===== config.mk =====
export PLATFORM = sky130hd
export DESIGN_NAME = morse_encoder
export DESIGN_NICKNAME = d
export VERILOG_FILES = /design/src/rtl/morse_encoder.sv
export SDC_FILE = /design/constraint.sdc
export NUM_CORES = 1
export LEC_CHECK = 0
export CORE_MARGIN = 8
export CORE_UTILIZATION = 31
export CTS_BUF_LIST = sky130_fd_sc_hd__clkbuf_8
export DETAILED_ROUTE_END_ITERATION = 8
export PLACE_DENSITY = 0.56
export SLEW_MARGIN = 20
export SYNTH_ARGS = -nofsm -noshare
export SYNTH_HDL_FRONTEND = slang
export SYNTH_SLANG_ARGS = --single-unit

===== constraint.sdc =====
create_clock -name clk -period 4.56 [get_ports clk]
set_input_delay 1.368 -clock clk [delete_from_list [all_inputs] [get_ports clk]]
set_output_delay 1.368 -clock clk [all_outputs]
set_load 0.01 [all_outputs]

===== src/rtl/morse_encoder.sv =====
// Morse transmitter: one ASCII character per valid/ready handshake, played out as timed marks and gaps.
// Define MORSE_ENC_DIGITS_EN to add the digits 0-9 to the lookup; otherwise digits take the error path.
module morse_encoder #(
  parameter int UNIT_CYCLES = 4
) (
  input  logic       clk,
  input  logic       rst,
  input  logic       char_valid,
  input  logic [7:0] char_data,
  output logic       char_ready,
  output logic [1:0] morse_signal,
  output logic       key,
  output logic       char_done,
  output logic       char_err
);

  localparam int CW = $clog2(4 * UNIT_CYCLES);
  localparam logic [CW-1:0] DOT_LD  = CW'(UNIT_CYCLES - 1);
  localparam logic [CW-1:0] DASH_LD = CW'(3 * UNIT_CYCLES - 1);
  localparam logic [CW-1:0] WGAP_LD = CW'(4 * UNIT_CYCLES - 1);

  typedef enum logic [2:0] {IDLE, MARK, GAP, LGAP, WGAP, ERR} state_t;

  typedef struct packed {
    logic       ok;
    logic       space;
    logic [2:0] len;
    logic [4:0] pat;
  } code_t;

  // Patterns are left-aligned: the first element sits in bit 4, 1 = dash.
  function automatic code_t lookup(input logic [7:0] c);
    logic [7:0] u;
    code_t      r;
    u = (c >= 8'h61 && c <= 8'h7A) ? c - 8'h20 : c;
    r = '{ok: 1'b1, space: 1'b0, len: 3'd0, pat: 5'd0};
    case (u)
      8'h20: r.space = 1'b1;
      8'h41: {r.len, r.pat} = {3'd2, 5'b01000};
      8'h42: {r.len, r.pat} = {3'd4, 5'b10000};
      8'h43: {r.len, r.pat} = {3'd4, 5'b10100};
      8'h44: {r.len, r.pat} = {3'd3, 5'b10000};
      8'h45: {r.len, r.pat} = {3'd1, 5'b00000};
      8'h46: {r.len, r.pat} = {3'd4, 5'b00100};
      8'h47: {r.len, r.pat} = {3'd3, 5'b11000};
      8'h48: {r.len, r.pat} = {3'd4, 5'b00000};
      8'h49: {r.len, r.pat} = {3'd2, 5'b00000};
      8'h4A: {r.len, r.pat} = {3'd4, 5'b01110};
      8'h4B: {r.len, r.pat} = {3'd3, 5'b10100};
      8'h4C: {r.len, r.pat} = {3'd4, 5'b01000};
      8'h4D: {r.len, r.pat} = {3'd2, 5'b11000};
      8'h4E: {r.len, r.pat} = {3'd2, 5'b10000};
      8'h4F: {r.len, r.pat} = {3'd3, 5'b11100};
      8'h50: {r.len, r.pat} = {3'd4, 5'b01100};
      8'h51: {r.len, r.pat} = {3'd4, 5'b11010};
      8'h52: {r.len, r.pat} = {3'd3, 5'b01000};
      8'h53: {r.len, r.pat} = {3'd3, 5'b00000};
      8'h54: {r.len, r.pat} = {3'd1, 5'b10000};
      8'h55: {r.len, r.pat} = {3'd3, 5'b00100};
      8'h56: {r.len, r.pat} = {3'd4, 5'b00010};
      8'h57: {r.len, r.pat} = {3'd3, 5'b01100};
      8'h58: {r.len, r.pat} = {3'd4, 5'b10010};
      8'h59: {r.len, r.pat} = {3'd4, 5'b10110};
      8'h5A: {r.len, r.pat} = {3'd4, 5'b11000};
`ifdef MORSE_ENC_DIGITS_EN
      8'h30: {r.len, r.pat} = {3'd5, 5'b11111};
      8'h31: {r.len, r.pat} = {3'd5, 5'b01111};
      8'h32: {r.len, r.pat} = {3'd5, 5'b00111};
      8'h33: {r.len, r.pat} = {3'd5, 5'b00011};
      8'h34: {r.len, r.pat} = {3'd5, 5'b00001};
      8'h35: {r.len, r.pat} = {3'd5, 5'b00000};
      8'h36: {r.len, r.pat} = {3'd5, 5'b10000};
      8'h37: {r.len, r.pat} = {3'd5, 5'b11000};
      8'h38: {r.len, r.pat} = {3'd5, 5'b11100};
      8'h39: {r.len, r.pat} = {3'd5, 5'b11110};
`endif
      default: r.ok = 1'b0;
    endcase
    return r;
  endfunction

  state_t        state, state_n;
  logic [CW-1:0] cnt, cnt_n;
  logic [2:0]    idx, idx_n;
  logic [2:0]    len, len_n;
  logic [4:0]    pat, pat_n;
  logic [1:0]    sig_n;
  logic          done_n, err_n, ready_n;
  code_t         code;

  // Next-state logic; outputs are computed from the next state so they can be registered.
  always_comb begin
    state_n = state;
    cnt_n   = cnt;
    idx_n   = idx;
    len_n   = len;
    pat_n   = pat;
    code    = lookup(char_data);
    case (state)
      IDLE: begin
        if (char_valid && char_ready) begin
          if (!code.ok) begin
            state_n = ERR;
          end else if (code.space) begin
            state_n = WGAP;
            cnt_n   = WGAP_LD;
          end else begin
            state_n = MARK;
            idx_n   = 3'd0;
            len_n   = code.len;
            pat_n   = code.pat;
            cnt_n   = code.pat[4] ? DASH_LD : DOT_LD;
          end
        end
      end
      MARK: begin
        if (cnt != '0) begin
          cnt_n = cnt - CW'(1);
        end else if (idx == len - 3'd1) begin
          state_n = LGAP;
          cnt_n   = DASH_LD;
        end else begin
          state_n = GAP;
          cnt_n   = DOT_LD;
          idx_n   = idx + 3'd1;
          pat_n   = {pat[3:0], 1'b0};
        end
      end
      GAP: begin
        if (cnt != '0) begin
          cnt_n = cnt - CW'(1);
        end else begin
          state_n = MARK;
          cnt_n   = pat[4] ? DASH_LD : DOT_LD;
        end
      end
      LGAP, WGAP: begin
        if (cnt != '0) cnt_n = cnt - CW'(1);
        else state_n = IDLE;
      end
      default: state_n = IDLE;
    endcase

    sig_n   = (state_n == MARK) ? (pat_n[4] ? 2'b10 : 2'b01) : 2'b00;
    done_n  = (state_n == LGAP || state_n == WGAP) && (cnt_n == '0);
    err_n   = (state_n == ERR);
    ready_n = (state_n == IDLE);
  end

  always_ff @(posedge clk) begin
    if (rst) begin
      state        <= IDLE;
      cnt          <= '0;
      idx          <= 3'd0;
      len          <= 3'd0;
      pat          <= 5'd0;
      morse_signal <= 2'b00;
      key          <= 1'b0;
      char_done    <= 1'b0;
      char_err     <= 1'b0;
      char_ready   <= 1'b0;
    end else begin
      state        <= state_n;
      cnt          <= cnt_n;
      idx          <= idx_n;
      len          <= len_n;
      pat          <= pat_n;
      morse_signal <= sig_n;
      key          <= |sig_n;
      char_done    <= done_n;
      char_err     <= err_n;
      char_ready   <= ready_n;
    end
  end

endmodule


======== After elaboration in Yosys (flattened, before gate mapping) ========
Cells that the tools add are included.
operators by class
  $add $sub $neg .......................... 4
  multiply operators ...................... 0
  div/mod/pow operators ................... 0
  $lt $le $gt $ge ......................... 2
  equal/unequal tests ..................... 41
  shift-type cells ........................ 0
  mux-type cells .......................... 36
  bitwise gates (word level) .............. 1
  reductions and logical operators ........ 14
operators with widths
  kind                 number
  $eq 8x7->1 const B   26
  $pmux 8 s26          1
  $mux 4               9
  $mux 3               11
  $reduce_or 27->1     1
  $mux 5               5
  $pmux 4 s4           1
  $pmux 3 s4           1
  $ne 2x2->1 const B   5
  $pmux 5 s2           1
  $eq 3x2->1 const B   3
  $eq 3x3->1 const B   3
  $eq 8x6->1 const B   1
  $ge 8x7->1 const B   1
  $le 8x7->1 const B   1
  $mux 8               1
  $sub 8x6->8 const B  1
  $eq 3x1->1 const B   2
  $logic_not 3->1      2
  $pmux 3 s2           1
  $reduce_and 6->1     1
  $logic_not 4->1      1
  $mux 2               2
  $reduce_and 4->1     1
  other kinds (11)     16
word-level totals
  register bits after elaboration ......... 24
  latch bits .............................. 0
  RAM bits ................................ 0
  bits in read-only memories .............. 0
  input bits .............................. 11
  output and inout bits ................... 6
  logic and storage cells ................. 109
  memories kept ........................... 0

======== Depth between registers and ports, before layout ========
  word-level depth ........................ 12
  mapped depth ............................ 11
  depth with buffers taken out ............ 11

======== Worst setup path before layout ========
Ideal clock, no wire load.
  path kind ............................... input port to flip-flop
  start ................................... input port char_data[6]
  end ..................................... register char_done
  setup time .............................. 116 ps
  arrival ................................. 2,848 ps
  required time ........................... 4,444 ps
  path slack .............................. 1,596 ps
  stages on the path ...................... 8
  path through ............................ inv_1 -> ha_1 -> o21ai_0 -> nand3b_1 -> or2_2 -> o211ai_1 -> o22ai_1 -> and4_1
between the ends
  word-level cells in the longest chain between the ends .. 12
ends and longest elaborated chain
  what                                                 line      text
  start, declared                                      9         input logic [7:0] char_data,
  $ge 8x7->1 or $le 8x7->1 (tied branches)             35        u = (c >= 8'h61 && c <= 8'h7A) ? c - 8'h20 : c;
  $logic_and 1x1->1                                    35
  $mux 8 *                                             35
  $eq 8x7->1 or $eq 8x6->1 (tied branches)             37        case (u)
  $pmux 8 s26 (tied with other cells)                  37
  $mux 4 (tied with other cells)                       112       cnt_n = code.pat[4] ? DASH_LD : DOT_LD;
  $mux 4 or $mux 3 (tied branches)                     104, 102
  $mux 4 or $mux 3 (tied branches)                     102, 101
  $mux 4 or $pmux 3 s4 (tied branches)                 101, 99
  $pmux 4 s4 (tied with other cells)                   99        case (state)
  $logic_not 4->1 or $logic_or 1x1->1 (tied branches)  145       done_n = (state_n == LGAP || state_n == WGAP) && (cnt_n == '0);
  $logic_and 1x1->1 *                                  145
  end signal, assigned                                 170       char_done <= done_n;
  end, declared                                        13        output logic char_done,
Mark *: on every way between the ends. The rest lies on a longest branch, timed or not.
A chain may end at the register's enable or synchronous reset.

======== Worst setup path in the final report ========
  start ................................... input port char_data[0]
  end ..................................... register char_done
Same word-level chain as after synthesis.

==> results.cfg <==
[outcome]
status = finished clean

[clock_tree]
cts_hold_buf = 0
cts_resized = 0
cts_tree = done
htree_levels = 1
post_cts_buffers = 0
clk_path_buf_depth = 2
cts_sinks = 23
cts_made_buffers = 3
clockRootBuffer = clkbuf_8
path_clk_slew_ps = 80
insertion_delay_ps = 260

[detailed_routing]
via_count = 1570
ant_nets = 0
wl_per_cell_um = 13.7
via_per_inst = 5.22
wirelength_um = 4120
drt_iter0_drc = 74
drc = 0
first_pass_iters = 4

[timing]
rsz0062_at_grt = false
report.final.slew_viol_count = 0
setup_violations = 0
fmax_ghz = 0.290
period_needed_ps = 3450
hold_viol_final = 0
slew_headroom_pct = 55.9
tightest_slew_ps = 660
finalClockSkew_ps = 2.96
fin_crit_sh_pct = 75.7
fin_tns_setup_ps = 0

[critical_path]
worstPathArrival_ps = 3610
cp-end-kind = flip-flop
required_ps = 4720
critPathKind = input pin to flip-flop
cp-start-kind = input pin
worstPathMaxFanout = 13

[power]
powerDensity_mw_per_mm2 = 431
ir_drop_mv = 0.174
leakage_nw = 0.716

[placement]
gp_congestion = 0.795
post-dp-hpwl_um = 3050
io_buffers = 16
dp.cells = 297

[layout]
nets = 246
final_common_cell = nor2_1
most-common-layout-cells = nor2_1 (24), dfxtp_1 (23), a21oi_1 (20), o21ai_0 (16), clkdlybuf4s50_1 (16)
multi_input_area_sq_mm = 0.00114
nFillCells = 583
fin_cells = 301
syn_to_final_growth_pct = 15.0
register_area_sq_um = 460
n_antenna_cell = 0
drive_gt1_share_pct = 10.0

[logic_synthesis]
synth.cell_area_sq_mm = 0.00171
synth.distinct_cells = 55
syn_area_per_cell_sq_um = 7.78
syn_nets = 236
ys_seq_elements = 23
synth-edff-count = 0
yosysWarningCount = 0
ys_seq_area_share_pct = 26.9
syn_inst = 220
ys_async_sr_fraction_pct = 0
synth_ff_type = dfxtp_1

[floorplan]
core_sq_mm = 0.00541
die_area_sq_mm = 0.00815
die_y_um = 90.3
rows = 27
io_pins = 17
initial_utilization_pct = 31.7
dieWidth_um = 90.3

[global_route]
grt_pass1_vias = 1572
grt_pass1_wl_um = 7250
overflow = 0
grtUsageTotal_pct = 10.3
grt_start_max_net_pins = 22
antenna_found_initial = 0

[flow_run]
drv_cap = 0

[worst_hold_path]
hold_class = flip-flop to flip-flop
==> per-layer routing <==
metal | GRT usage (%) | up-vias | wire, um
met2 | 17.4 | 20 | 1920
met1 | 13.2 | 724 | 2080
met4 | 3.74 | 0 | 54
met3 | 1.08 | 4 | 69
met5 | 0 | - | 0
li1 | - | 822 | -
==> Yosys cell counts (3+ instances only) <==
cell	instances	area, sq um
a22oi_1	5	37.5
o21ai_0	16	80.1
clkbuf_1	6	22.5
nand3_1	5	25.0
inv_1	13	48.8
o221ai_1	3	26.3
or3_1	3	18.8
ha_1	5	62.6
nor2b_1	9	56.3
or2_2	3	18.8
buf_2	5	25.0
o22ai_1	4	25.0
nand3b_1	4	30.0
nor2_1	24	90.1
a21oi_1	20	100
nand2_1	14	52.6
xnor2_1	4	35.0
nand4_1	3	18.8
dfxtp_1	23	460
nor3_1	8	40.0
==> metrics by stage <==
stage | total power [mW] | setup WS (ps) | utilization [%] | hold WS, ps | area [sq um]
after CTS | 0.855 | 1120 | 36.4 | 462 | 1970
final | 0.848 | 1110 | 36.4 | 459 | 1970
after global routing | 0.921 | 930 | 36.4 | 510 | 1970
after floorplan | 0.612 | 1600 | - | 437 | 1710
after detailed placement | 0.725 | 842 | 35.6 | 448 | 1920
after global placement | 0.726 | 883 | 35.6 | 447 | 1920
==> state kept, by name (all words and copies together), names as in the netlist <==
signal        count
char_done         1
cnt               4
morse_signal      2
len               3
state             3
char_err          1
char_ready        1
key               1
idx               3
pat               4
==> logic make-up after synthesis <==
| kind of cell | after synthesis | synth area share (%) |
|---|---|---|
| flops | 23 | 26.9 |
| xor+xnor | 5 | 3.44 |
| fa+ha+maj | 7 | 4.82 |
| mux | 1 | 0.658 |
| buf+inv | 27 | 6.29 |
| simple gates | 85 | 27.6 |
| compound gates | 72 | 30.3 |
==> final timing paths <==
kind | start | slack [ps] | cells past startpoint | endpoint
hold / removal | pat[3] | 460 | 2 | pat[3]
setup / recovery | char_data[0] | 1110 | 7 | char_done
setup reg to reg | cnt[0] | 2180 | 11 | char_done
hold reg to reg | pat[3] | 460 | 2 | pat[3]
==> area by class of cell <==
| type | instances | share of cell area [%] |
|---|---|---|
| multi-input combinational | 170 | 58.1 |
| sequential | 23 | 23.4 |
| timing repair buffer | 18 | 8.90 |
| tap | 72 | 4.58 |
| inverter | 14 | 2.67 |
| clock buffer | 3 | 2.10 |
| clock inverter | 1 | 0.254 |
==> critical path, stage by stage <==
cell and delay (ps):
clkdlybuf4s50_1 620, or4_4 650, nand4b_4 220, a22o_1 270
a31oi_4 200, o22ai_1 100, and4_1 180
==> power breakdown <==
part           switching [mW]  internal [mW]  leakage, nW
registers              0.0499          0.235        0.187
clock network          0.0669         0.0610       0.0255
logic                   0.244          0.192        0.504
No activity file was read; power rests on OpenSTA's default activity.
